--- config.mk ---
export PLATFORM = sky130hd
export DESIGN_NAME = sha256_compress_iter_flat
export DESIGN_NICKNAME = d
export VERILOG_FILES = /design/src/rtl/sha256_compress_iter_if.sv /design/src/rtl/sha256_compress_iter.sv /design/src/flat_wrapper.sv
export SDC_FILE = /design/constraint.sdc
export NUM_CORES = 2
export LEC_CHECK = 0
export CORE_ASPECT_RATIO = 0.6
export CORE_MARGIN = 10
export CORE_UTILIZATION = 30
export DETAILED_ROUTE_END_ITERATION = 7
export DONT_BUFFER_PORTS = 1
export PLACE_DENSITY = 0.44
export SYNTH_ARGS = -nofsm -noshare
export SYNTH_HDL_FRONTEND = slang
export SYNTH_SLANG_ARGS = --single-unit
--- constraint.sdc ---
create_clock -name clk -period 8 [get_ports clk]
set_clock_uncertainty 0.05 [all_clocks]
set_input_delay 1.6 -clock clk [delete_from_list [all_inputs] [get_ports clk]]
set_output_delay 1.6 -clock clk [all_outputs]
set_load 0.02 [all_outputs]
--- src/rtl/sha256_compress_iter_if.sv ---
// Handshake bundle for the iterative SHA-256 compression engine.
// The master side offers a block plus chaining state and consumes the digest;
// the slave side is the engine.
interface sha256_compress_iter_if;
    logic         in_valid;
    logic         in_ready;
    logic [511:0] block_in;
    logic [255:0] state_in;
    logic         out_valid;
    logic         out_ready;
    logic [255:0] digest_out;
    logic         busy;

    modport master (
        output in_valid, block_in, state_in, out_ready,
        input  in_ready, out_valid, digest_out, busy
    );

    modport slave (
        input  in_valid, block_in, state_in, out_ready,
        output in_ready, out_valid, digest_out, busy
    );
endinterface

--- src/rtl/sha256_compress_iter.sv ---
// Iterative SHA-256 compression engine.
// Runs UNROLL rounds per clock, expanding the message schedule in a 16-word
// sliding window. Optional feed-forward (chaining state added to the final
// working variables) is enabled by defining SHA256_FEEDFWD_EN; without it the
// raw final working variables are emitted and the add happens downstream.
module sha256_compress_iter #(
    parameter int UNROLL = 1,
    parameter int CNT_W  = 7
) (
    input  logic                 clk,
    input  logic                 rst_n,
    sha256_compress_iter_if.slave bus
);

    // Only power-of-two divisors of 64 up to 16 keep the window arithmetic simple.
    generate
        if (!(UNROLL == 1 || UNROLL == 2 || UNROLL == 4 || UNROLL == 8 || UNROLL == 16)) begin : g_bad_unroll
            $error("sha256_compress_iter: UNROLL must be 1, 2, 4, 8 or 16");
        end
        if (CNT_W < 7) begin : g_bad_cnt_w
            $error("sha256_compress_iter: CNT_W must be at least 7 to hold 64");
        end
    endgenerate

    typedef enum logic [1:0] {
        ST_IDLE = 2'd0,
        ST_RUN  = 2'd1,
        ST_DONE = 2'd2
    } fsm_e;

    localparam logic [CNT_W-1:0] CNT_STEP = CNT_W'(UNROLL);
    localparam logic [CNT_W-1:0] LAST_CNT = CNT_W'(64 - UNROLL);

    // ------------------------------------------------------------------
    // SHA-256 helper functions
    // ------------------------------------------------------------------
    function automatic logic [31:0] big_sigma0(input logic [31:0] x);
        return {x[1:0], x[31:2]} ^ {x[12:0], x[31:13]} ^ {x[21:0], x[31:22]};
    endfunction

    function automatic logic [31:0] big_sigma1(input logic [31:0] x);
        return {x[5:0], x[31:6]} ^ {x[10:0], x[31:11]} ^ {x[24:0], x[31:25]};
    endfunction

    function automatic logic [31:0] small_sigma0(input logic [31:0] x);
        return {x[6:0], x[31:7]} ^ {x[17:0], x[31:18]} ^ (x >> 5'd3);
    endfunction

    function automatic logic [31:0] small_sigma1(input logic [31:0] x);
        return {x[16:0], x[31:17]} ^ {x[18:0], x[31:19]} ^ (x >> 5'd10);
    endfunction

    function automatic logic [31:0] ch_fn(input logic [31:0] e, input logic [31:0] f,
                                          input logic [31:0] g);
        return (e & f) ^ (~e & g);
    endfunction

    function automatic logic [31:0] maj_fn(input logic [31:0] a, input logic [31:0] b,
                                           input logic [31:0] c);
        return (a & b) ^ (a & c) ^ (b & c);
    endfunction

    // One compression round on packed {a,b,c,d,e,f,g,h}.
    function automatic logic [255:0] sha_round(input logic [255:0] s, input logic [31:0] k,
                                               input logic [31:0] w);
        logic [31:0] a, b, c, d, e, f, g, h, t1, t2;
        {a, b, c, d, e, f, g, h} = s;
        t1 = h + big_sigma1(e) + ch_fn(e, f, g) + k + w;
        t2 = big_sigma0(a) + maj_fn(a, b, c);
        return {t1 + t2, a, b, c, d + t1, e, f, g};
    endfunction

`ifdef SHA256_FEEDFWD_EN
    // Word-wise modulo-2^32 add with no carry between words.
    function automatic logic [255:0] add_words(input logic [255:0] x, input logic [255:0] y);
        logic [255:0] r;
        r = '0;
        for (int i = 0; i < 8; i++) begin
            r[32*i +: 32] = x[32*i +: 32] + y[32*i +: 32];
        end
        return r;
    endfunction
`endif

    // Round constant ROM.
    function automatic logic [31:0] k_rom(input logic [5:0] t);
        logic [31:0] k;
        case (t)
            6'd0:  k = 32'h428a2f98;  6'd1:  k = 32'h71374491;
            6'd2:  k = 32'hb5c0fbcf;  6'd3:  k = 32'he9b5dba5;
            6'd4:  k = 32'h3956c25b;  6'd5:  k = 32'h59f111f1;
            6'd6:  k = 32'h923f82a4;  6'd7:  k = 32'hab1c5ed5;
            6'd8:  k = 32'hd807aa98;  6'd9:  k = 32'h12835b01;
            6'd10: k = 32'h243185be;  6'd11: k = 32'h550c7dc3;
            6'd12: k = 32'h72be5d74;  6'd13: k = 32'h80deb1fe;
            6'd14: k = 32'h9bdc06a7;  6'd15: k = 32'hc19bf174;
            6'd16: k = 32'he49b69c1;  6'd17: k = 32'hefbe4786;
            6'd18: k = 32'h0fc19dc6;  6'd19: k = 32'h240ca1cc;
            6'd20: k = 32'h2de92c6f;  6'd21: k = 32'h4a7484aa;
            6'd22: k = 32'h5cb0a9dc;  6'd23: k = 32'h76f988da;
            6'd24: k = 32'h983e5152;  6'd25: k = 32'ha831c66d;
            6'd26: k = 32'hb00327c8;  6'd27: k = 32'hbf597fc7;
            6'd28: k = 32'hc6e00bf3;  6'd29: k = 32'hd5a79147;
            6'd30: k = 32'h06ca6351;  6'd31: k = 32'h14292967;
            6'd32: k = 32'h27b70a85;  6'd33: k = 32'h2e1b2138;
            6'd34: k = 32'h4d2c6dfc;  6'd35: k = 32'h53380d13;
            6'd36: k = 32'h650a7354;  6'd37: k = 32'h766a0abb;
            6'd38: k = 32'h81c2c92e;  6'd39: k = 32'h92722c85;
            6'd40: k = 32'ha2bfe8a1;  6'd41: k = 32'ha81a664b;
            6'd42: k = 32'hc24b8b70;  6'd43: k = 32'hc76c51a3;
            6'd44: k = 32'hd192e819;  6'd45: k = 32'hd6990624;
            6'd46: k = 32'hf40e3585;  6'd47: k = 32'h106aa070;
            6'd48: k = 32'h19a4c116;  6'd49: k = 32'h1e376c08;
            6'd50: k = 32'h2748774c;  6'd51: k = 32'h34b0bcb5;
            6'd52: k = 32'h391c0cb3;  6'd53: k = 32'h4ed8aa4a;
            6'd54: k = 32'h5b9cca4f;  6'd55: k = 32'h682e6ff3;
            6'd56: k = 32'h748f82ee;  6'd57: k = 32'h78a5636f;
            6'd58: k = 32'h84c87814;  6'd59: k = 32'h8cc70208;
            6'd60: k = 32'h90befffa;  6'd61: k = 32'ha4506ceb;
            6'd62: k = 32'hbef9a3f7;  6'd63: k = 32'hc67178f2;
            default: k = 32'h00000000;
        endcase
        return k;
    endfunction

    // ------------------------------------------------------------------
    // State
    // ------------------------------------------------------------------
    fsm_e             fsm_q, fsm_d;
    logic [CNT_W-1:0] cnt_q, cnt_d;
    logic [255:0]     wv_q, wv_d;
    logic [31:0]      win_q [0:15];
    logic [31:0]      win_d [0:15];
    logic [255:0]     digest_q, digest_d;
    logic             in_ready_q, in_ready_d;
    logic             out_valid_q, out_valid_d;
    logic             busy_q, busy_d;
`ifdef SHA256_FEEDFWD_EN
    logic [255:0]     chain_q, chain_d;
`endif

    // Window extended by the UNROLL schedule words produced this cycle, and
    // the working-variable chain through the UNROLL rounds.
    logic [31:0]      ext_s [0:15+UNROLL];
    logic [255:0]     rs_s  [0:UNROLL];

    assign bus.in_ready   = in_ready_q;
    assign bus.out_valid  = out_valid_q;
    assign bus.busy       = busy_q;
    assign bus.digest_out = digest_q;

    // FSM state register.
    always_ff @(posedge clk or negedge rst_n) begin
        if (!rst_n) begin
            fsm_q <= ST_IDLE;
        end else begin
            fsm_q <= fsm_d;
        end
    end

    // FSM next-state: accept in IDLE, finish after the last round group, drain on out_ready.
    always_comb begin
        fsm_d = fsm_q;
        case (fsm_q)
            ST_IDLE: begin
                if (bus.in_valid) fsm_d = ST_RUN;
                else              fsm_d = ST_IDLE;
            end
            ST_RUN: begin
                if (cnt_q == LAST_CNT) fsm_d = ST_DONE;
                else                   fsm_d = ST_RUN;
            end
            ST_DONE: begin
                if (bus.out_ready) fsm_d = ST_IDLE;
                else               fsm_d = ST_DONE;
            end
            default: fsm_d = ST_IDLE;
        endcase
    end

    // Handshake outputs decoded from the next state so they are registered with it.
    always_comb begin
        in_ready_d  = 1'b0;
        out_valid_d = 1'b0;
        busy_d      = 1'b0;
        case (fsm_d)
            ST_IDLE: in_ready_d  = 1'b1;
            ST_RUN:  busy_d      = 1'b1;
            ST_DONE: begin
                out_valid_d = 1'b1;
                busy_d      = 1'b1;
            end
            default: in_ready_d = 1'b1;
        endcase
    end

    // Handshake output registers.
    always_ff @(posedge clk or negedge rst_n) begin
        if (!rst_n) begin
            in_ready_q  <= 1'b1;
            out_valid_q <= 1'b0;
            busy_q      <= 1'b0;
        end else begin
            in_ready_q  <= in_ready_d;
            out_valid_q <= out_valid_d;
            busy_q      <= busy_d;
        end
    end

    // Schedule expansion and UNROLL chained rounds for the current group.
    always_comb begin
        for (int i = 0; i < 16; i++) begin
            ext_s[i] = win_q[i];
        end
        for (int j = 0; j < UNROLL; j++) begin
            ext_s[16+j] = small_sigma1(ext_s[14+j]) + ext_s[9+j]
                        + small_sigma0(ext_s[1+j]) + ext_s[j];
        end
        rs_s[0] = wv_q;
        for (int i = 0; i < UNROLL; i++) begin
            rs_s[i+1] = sha_round(rs_s[i], k_rom(cnt_q[5:0] + 6'(i)), ext_s[i]);
        end
    end

    // Datapath next-state: load on accept, advance in RUN, capture the digest at the end.
    always_comb begin
        wv_d     = wv_q;
        cnt_d    = cnt_q;
        digest_d = digest_q;
        for (int i = 0; i < 16; i++) begin
            win_d[i] = win_q[i];
        end
`ifdef SHA256_FEEDFWD_EN
        chain_d  = chain_q;
`endif
        case (fsm_q)
            ST_IDLE: begin
                if (bus.in_valid) begin
                    wv_d  = bus.state_in;
                    cnt_d = '0;
                    for (int i = 0; i < 16; i++) begin
                        win_d[i] = bus.block_in[511-32*i -: 32];
                    end
`ifdef SHA256_FEEDFWD_EN
                    chain_d = bus.state_in;
`endif
                end else begin
                    cnt_d = cnt_q;
                end
            end
            ST_RUN: begin
                wv_d  = rs_s[UNROLL];
                cnt_d = cnt_q + CNT_STEP;
                for (int i = 0; i < 16; i++) begin
                    win_d[i] = ext_s[UNROLL+i];
                end
                if (cnt_q == LAST_CNT) begin
`ifdef SHA256_FEEDFWD_EN
                    digest_d = add_words(chain_q, rs_s[UNROLL]);
`else
                    digest_d = rs_s[UNROLL];
`endif
                end else begin
                    digest_d = digest_q;
                end
            end
            ST_DONE: begin
                digest_d = digest_q;
            end
            default: begin
                cnt_d = '0;
            end
        endcase
    end

    // Datapath registers.
    always_ff @(posedge clk or negedge rst_n) begin
        if (!rst_n) begin
            wv_q     <= '0;
            cnt_q    <= '0;
            digest_q <= '0;
            for (int i = 0; i < 16; i++) begin
                win_q[i] <= 32'h0;
            end
`ifdef SHA256_FEEDFWD_EN
            chain_q  <= '0;
`endif
        end else begin
            wv_q     <= wv_d;
            cnt_q    <= cnt_d;
            digest_q <= digest_d;
            for (int i = 0; i < 16; i++) begin
                win_q[i] <= win_d[i];
            end
`ifdef SHA256_FEEDFWD_EN
            chain_q  <= chain_d;
`endif
        end
    end

endmodule

--- src/flat_wrapper.sv ---
// flat-port wrapper written by rule: the top's interface ports become plain ports
module sha256_compress_iter_flat 
#(
    parameter int UNROLL = 1,
    parameter int CNT_W  = 7
)
  (clk, rst_n, bus_in_valid, bus_block_in, bus_state_in, bus_out_ready, bus_in_ready, bus_out_valid, bus_digest_out, bus_busy);
  sha256_compress_iter_if bus_i ();
  input  logic clk;
  input  logic rst_n;
  input wire logic [$bits(bus_i.in_valid)-1:0] bus_in_valid;
  input wire logic [$bits(bus_i.block_in)-1:0] bus_block_in;
  input wire logic [$bits(bus_i.state_in)-1:0] bus_state_in;
  input wire logic [$bits(bus_i.out_ready)-1:0] bus_out_ready;
  output wire logic [$bits(bus_i.in_ready)-1:0] bus_in_ready;
  output wire logic [$bits(bus_i.out_valid)-1:0] bus_out_valid;
  output wire logic [$bits(bus_i.digest_out)-1:0] bus_digest_out;
  output wire logic [$bits(bus_i.busy)-1:0] bus_busy;
  assign bus_i.in_valid = bus_in_valid;
  assign bus_i.block_in = bus_block_in;
  assign bus_i.state_in = bus_state_in;
  assign bus_i.out_ready = bus_out_ready;
  assign bus_in_ready = bus_i.in_ready;
  assign bus_out_valid = bus_i.out_valid;
  assign bus_digest_out = bus_i.digest_out;
  assign bus_busy = bus_i.busy;
  sha256_compress_iter #(.UNROLL(UNROLL), .CNT_W(CNT_W)) u_core (.clk(clk), .rst_n(rst_n), .bus(bus_i));
endmodule
# [After elaboration in Yosys (flattened, before gate mapping)]
# Memories as Yosys holds them, arrays and structs flattened.
# Cells that the tools add are included.
[totals] word_cells=78 n_memories=1 romBits=2048 input_bits=772 register_bits=1036
[mem_list] memory="(name not given)" depth=64 word_bits=32 read_ports=1 rd_ports_with_merged_regs=0 write_ports=0 line="sha256_compress_iter.sv:88" text="case (t)"
[classes] reduce_logical=6 eq_ne=6 mux=13 bitwise_logic=18 addsub=11
[ops] op="one-hot mux 512 bit (2 select lines)" count=1
[ops] op="2-to-1 mux 512 bit" count=1
[ops] op="one-hot mux 256 bit (2 select lines)" count=1
[ops] op="adder 32 bit" count=10
[ops] op="bitwise XOR 32 bit" count=9
[ops] op="2-to-1 mux 256 bit" count=1
[ops] op="bitwise AND 32 bit" count=5
[ops] op="NOT 32 bit" count=1
[ops] op="bitwise XOR 32 x 22 -> 32 bit" count=1
[ops] op="bitwise XOR 32 x 29 -> 32 bit" count=1
[ops] op="one-hot mux 7 bit (3 select lines)" count=1
[ops] op="adder 7 x 1 -> 7 bit (second input constant)" count=1
[ops] op="equality test 7 x 6 -> 1 bit (second input constant)" count=1
[ops] op="2-to-1 mux 7 bit" count=1
[ops] op="one-hot mux 2 bit (3 select lines)" count=1
[ops] op="AND reduction 2 bit" count=3
[ops] op="equality test 2 x 1 -> 1 bit (second input constant)" count=2
[ops] op="equality test 2 bit (second input constant)" count=2
[ops] op="2-to-1 mux 1 bit" count=4
[ops] op="2-to-1 mux 2 bit" count=2
[ops] op="logical NOT 2 bit" count=1
[ops] op="inequality test 2 bit (second input constant)" count=1
[ops] op="nonzero test 2 bit" count=1
[ops] op="OR reduction 2 bit" count=1
[ops] op="NOT 1 bit" count=1

# [Depth between registers and ports, before layout]
[logic_depth] word_depth=8 depth_mapped=39

# [Worst setup path after synthesis]
# Ideal clock, no wire load.
[synth_timing] path_type="reg-to-reg" startpoint="register u_core.cnt_q[1]" endpoint="register u_core.digest_q[252], in the netlist u_core.bus.digest_out[252]" arrival_time_ps=8369 n_path_buf=2 setup_time_ps=133 path_stages_with_launch=36 required_time_ps=7817 slack_ps=-552 path_cell_list="dfrtp_1 > clkbuf_1 > inv_1 > ha_1 > clkbuf_1 > nor2_1 > o21ai_0 > o21ai_0 > mux4_2 > fa_1 > inv_1 > fa_1 > fa_1 > ha_1 > fa_1 > a21oi_1 > o21bai_1 > o21ai_0 > a21o_1 > o21ai_0 > nor2b_1 > nor2_1 > o21bai_1 > a21oi_1 > xnor2_1 > fa_1 > ha_1 > a21o_1 > a21oi_1 > nor2b_1 > a221o_1 > a21o_1 > a2111oi_0 > nor3_1 > xnor2_1 > o21ai_0"
[synth_via] elab_chain_cells=4 word_cells_on_any_way=6 classes_between="add/sub: 3; eq/ne: 1; reduce/logical: 1; memory: 1"
[synth_rtl] element="start: declaration" line="sha256_compress_iter.sv:130" text="logic [CNT_W-1:0] cnt_q, cnt_d;"
[synth_rtl] element="start signal: assignment" line="sha256_compress_iter.sv:290" text="cnt_q <= cnt_d;"
[synth_rtl] element="memory read (64 x 32 bit)"
[synth_rtl] element="adder 32 bit (2 in series)" line="sha256_compress_iter.sv:68" text="t1 = h + big_sigma1(e) + ch_fn(e, f, g) + k + w;"
[synth_rtl] element="adder 32 bit" line="sha256_compress_iter.sv:70" text="return {t1 + t2, a, b, c, d + t1, e, f, g};"
[synth_rtl] element="end signal: assignment" line="sha256_compress_iter.sv:291" text="digest_q <= digest_d;"
[synth_rtl] element="end: declaration" line="sha256_compress_iter.sv:134" text="logic [255:0] digest_q, digest_d;"
# Parallel ways exist; a longest one is shown, timed or not.
# A chain may end at the register's enable or synchronous reset.

# [Worst setup path after layout]
[layout_timing] startpoint="register u_core.cnt_q[1]" endpoint="register u_core.digest_q[254], in the netlist u_core.bus.digest_out[254]"
# Same word-level chain as after synthesis.

==> impl_metrics.yaml <==
grt:
  grt_usage_pct: 28.5
  grt-ovfl-total: 0
  grt_max_degree: 251
  antenna_found_initial: 67
  grt_pass1_vias: 53100
  grt_first_pass_wirelength_um: 445000
logic_synthesis:
  synth_cell_type_count: 85
  synth-main-ff-cell: "dfrtp_1"
  synth_top_cell_area_share_pct: 43.1
  ys_seq_area_share_pct: 43.2
  async_flop_share_pct: 100
  ys.warnings.count: 0
  netlist_area_um2: 60100
  syn_inst: 7240
  synth-edff-count: 0
  synth.net_count: 8341
  synth_area_per_cell_um2: 8.30
  ys_ff_latch: 1036
  yosys.area.top_type: "dfrtp_1"
  synth_area_leaders: "dfrtp_1, nand2_1, a31oi_1, fa_1, nor2_1"
run:
  maxCapViolCount: 0
drt:
  via_per_inst: 5.45
  drt_wl_total_um: 328000
  drtAntennaViolNets: 0
  drt_iter0_markers: 6557
  dr.pass1.iters: 5
  via_count: 55900
  drc: 0
  wl_per_cell_um: 32.0
final_layout:
  fill_cells: 20700
  layout_commonest_cell: "nand2_1"
  design_area_um2: 73000
  final_cells: 10300
  num-nets-final: 8582
  post-route-util_pct: 36.6
  drive_gt1_share_pct: 16.3
  syn_to_final_growth_pct: 21.5
  most-common-layout-cells: "nand2_1, dfrtp_1, nor2_1"
clocking:
  cts_sinks: 1036
  root_buffer: "clkbuf_16"
  clkLatencyLatePin_ps: 750
  clkTransAtPathRegs_ps: 80
  numCtsBuffers: 110
  htreeDepth: 3
  cts_tree: "built"
  cts_buffer_depth: 3
floorplanning:
  fp.dieArea_um2: 219000
  initial_utilization_pct: 30.1
  die_h_um: 367
  rows: 127
  core_area_um2: 199000
  io_pins: 1031
  die_w_um: 598
timing:
  fin_ws_ps: -302
  worst_pin_slew_ps: 1250
  setup_viol: 22
  finalMaxSlewViolations: 0
  timing.fmax_mhz: 120
  post-route-period-util_pct: 104
  fin_crit_ps: 8300
  hold_viol: 0
  worst_hold_slack_ps: 468
  rsz0062_at_grt: "yes"
  relSlewSlack_pct: 16.4
worst_setup_path:
  path_buf_inv: 11
  arrival_ps: 8860
  cp_top_family: "adder cells"
  r2r_start: "u_core.cnt_q[1]$_DFFE_PN0P_"
  worstRegToRegCells: 41
  cp_max_fo: 5
  r2r_end: "u_core.bus.digest_out[254]$_DFFE_PN0P_"
  rrSetupSlack_ps: -300
  startpoint_type: "flop"
  cpPeakStageDelay_ps: 590
  critPathKind: "reg2reg"
  end_kind: "flop"
  critical_path_required_ps: 8560
  cp_slowest_cell: "fa_1"
placement:
  hpwlAfterDp_um: 257000
  dp_cells: 9959
  gp_congestion: 0.986
  io_buffers: 0
  placed_area_um2: 66800
min_path:
  min-delay-start: "u_core.ext_s[56]$_DFFE_PN0P_"
  hold_class: "reg2reg"
  min_to: "u_core.ext_s[56]$_DFFE_PN0P_"
  worstHoldPathCells: 2
status:
  violations: "setup timing"
  outcome: "finished with violations"
-- flip-flops by register name, summed over array words and instances, names as in the netlist --
register,cells
u_core.bus.busy,1
u_core.cnt_q,7
u_core.bus.in_ready,1
u_core.fsm_q,2
u_core.bus.digest_out,256
u_core.bus.out_valid,1
u_core.wv_q,256
u_core.ext_s,512
-- timing repair --
item                       CTS  global route
gates cloned                 0             0
pin swaps                   88           165
hold buffers                 0             0
setup buffers               21            44
resized for setup          169           265
hold endpoints to repair     0             0
setup endpoints to repair   73            72
-- Yosys cell counts, types with 6 or more instances --
cell / instances
a211o_1: 6
mux2i_1: 17
xor2_1: 67
o21a_1: 19
mux4_2: 6
nand2b_1: 20
a22oi_1: 8
o22ai_1: 26
dfrtp_1: 1035
a32oi_1: 7
inv_1: 178
nand3_1: 38
a21oi_1: 194
nor3_1: 40
or3_1: 14
o22a_1: 18
o21bai_1: 15
o211ai_1: 19
nand2_1: 2229
clkbuf_1: 518
maj3_1: 21
fa_1: 187
a21o_1: 83
o31ai_1: 15
nor2_1: 813
and2_1: 8
a31oi_1: 723
xnor2_1: 291
nor2b_1: 25
o21ai_0: 195
a22o_1: 6
mux2_2: 36
buf_1: 52
ha_1: 142
and3_1: 22
a211oi_1: 21
o311ai_0: 11
-- tightest hold or removal path, cell delays in order (launching register included) --
cell and delay, ps:
dfrtp_1 350, nand2_1 60, o221ai_1 70
-- metrics by stage --
| stage | setup WS [ps] | setup TNS [ps] |
|---|---|---|
| global route | -559 | -12940 |
| floorplan | 9.31 | 0 |
| detailed placement | -937 | -34060 |
| finish | -302 | -3460 |
| global placement | -1050 | -35740 |
| CTS | -164 | -1200 |
-- metal layers --
metal  vias up  track usage (%)  wire length [µm]
met3       337             8.59             32000
met1     28600             42.5            153000
met5         -                0               180
li1      24600                -                 -
met4        28             7.20              8650
met2      2319             39.6            135000
-- cell families after synthesis --
| family | Yosys count | share of synthesized area, % |
|---|---|---|
| adders and majority gates | 350 | 9.54 |
| buffers and inverters | 757 | 4.75 |
| muxes | 59 | 1.18 |
| and+or+nand+nor | 3237 | 20.9 |
| DFF | 1036 | 43.2 |
| AOI/OAI and AO/OA | 1441 | 15.2 |
| xor gates and xnor gates | 360 | 5.28 |
-- cell type report --
type	instances	area, µm²	share of cell area, %
multi-input cells	5447	33200	45.5
flip-flops and latches	1036	25900	35.5
repair buffers	705	6060	8.30
clock buffers	167	3320	4.55
well taps	2644	3310	4.53
inverters	181	686	0.940
clock inverters	35	349	0.478
diodes	37	92.6	0.127
-- worst max-delay path by stage --
stage / from / depth (start not counted) / slack, ps / end
after floorplan: u_core.cnt_q[0]$_DFFE_PN0P_ / 35 / 9 / u_core.bus.digest_out[252]$_DFFE_PN0P_
after global placement: u_core.cnt_q[1]$_DFFE_PN0P_ / 37 / -1050 / u_core.bus.digest_out[252]$_DFFE_PN0P_
after detailed placement: u_core.cnt_q[1]$_DFFE_PN0P_ / 37 / -940 / u_core.bus.digest_out[252]$_DFFE_PN0P_
after CTS: u_core.cnt_q[1]$_DFFE_PN0P_ / 37 / -160 / u_core.wv_q[252]$_DFFE_PN0P_
after global routing: u_core.cnt_q[1]$_DFFE_PN0P_ / 41 / -560 / u_core.wv_q[255]$_DFFE_PN0P_
final: u_core.cnt_q[1]$_DFFE_PN0P_ / 41 / -300 / u_core.bus.digest_out[254]$_DFFE_PN0P_
Power is not shown: default switching activity piles up to over one toggle a cycle in this logic, so the estimate is an artifact.
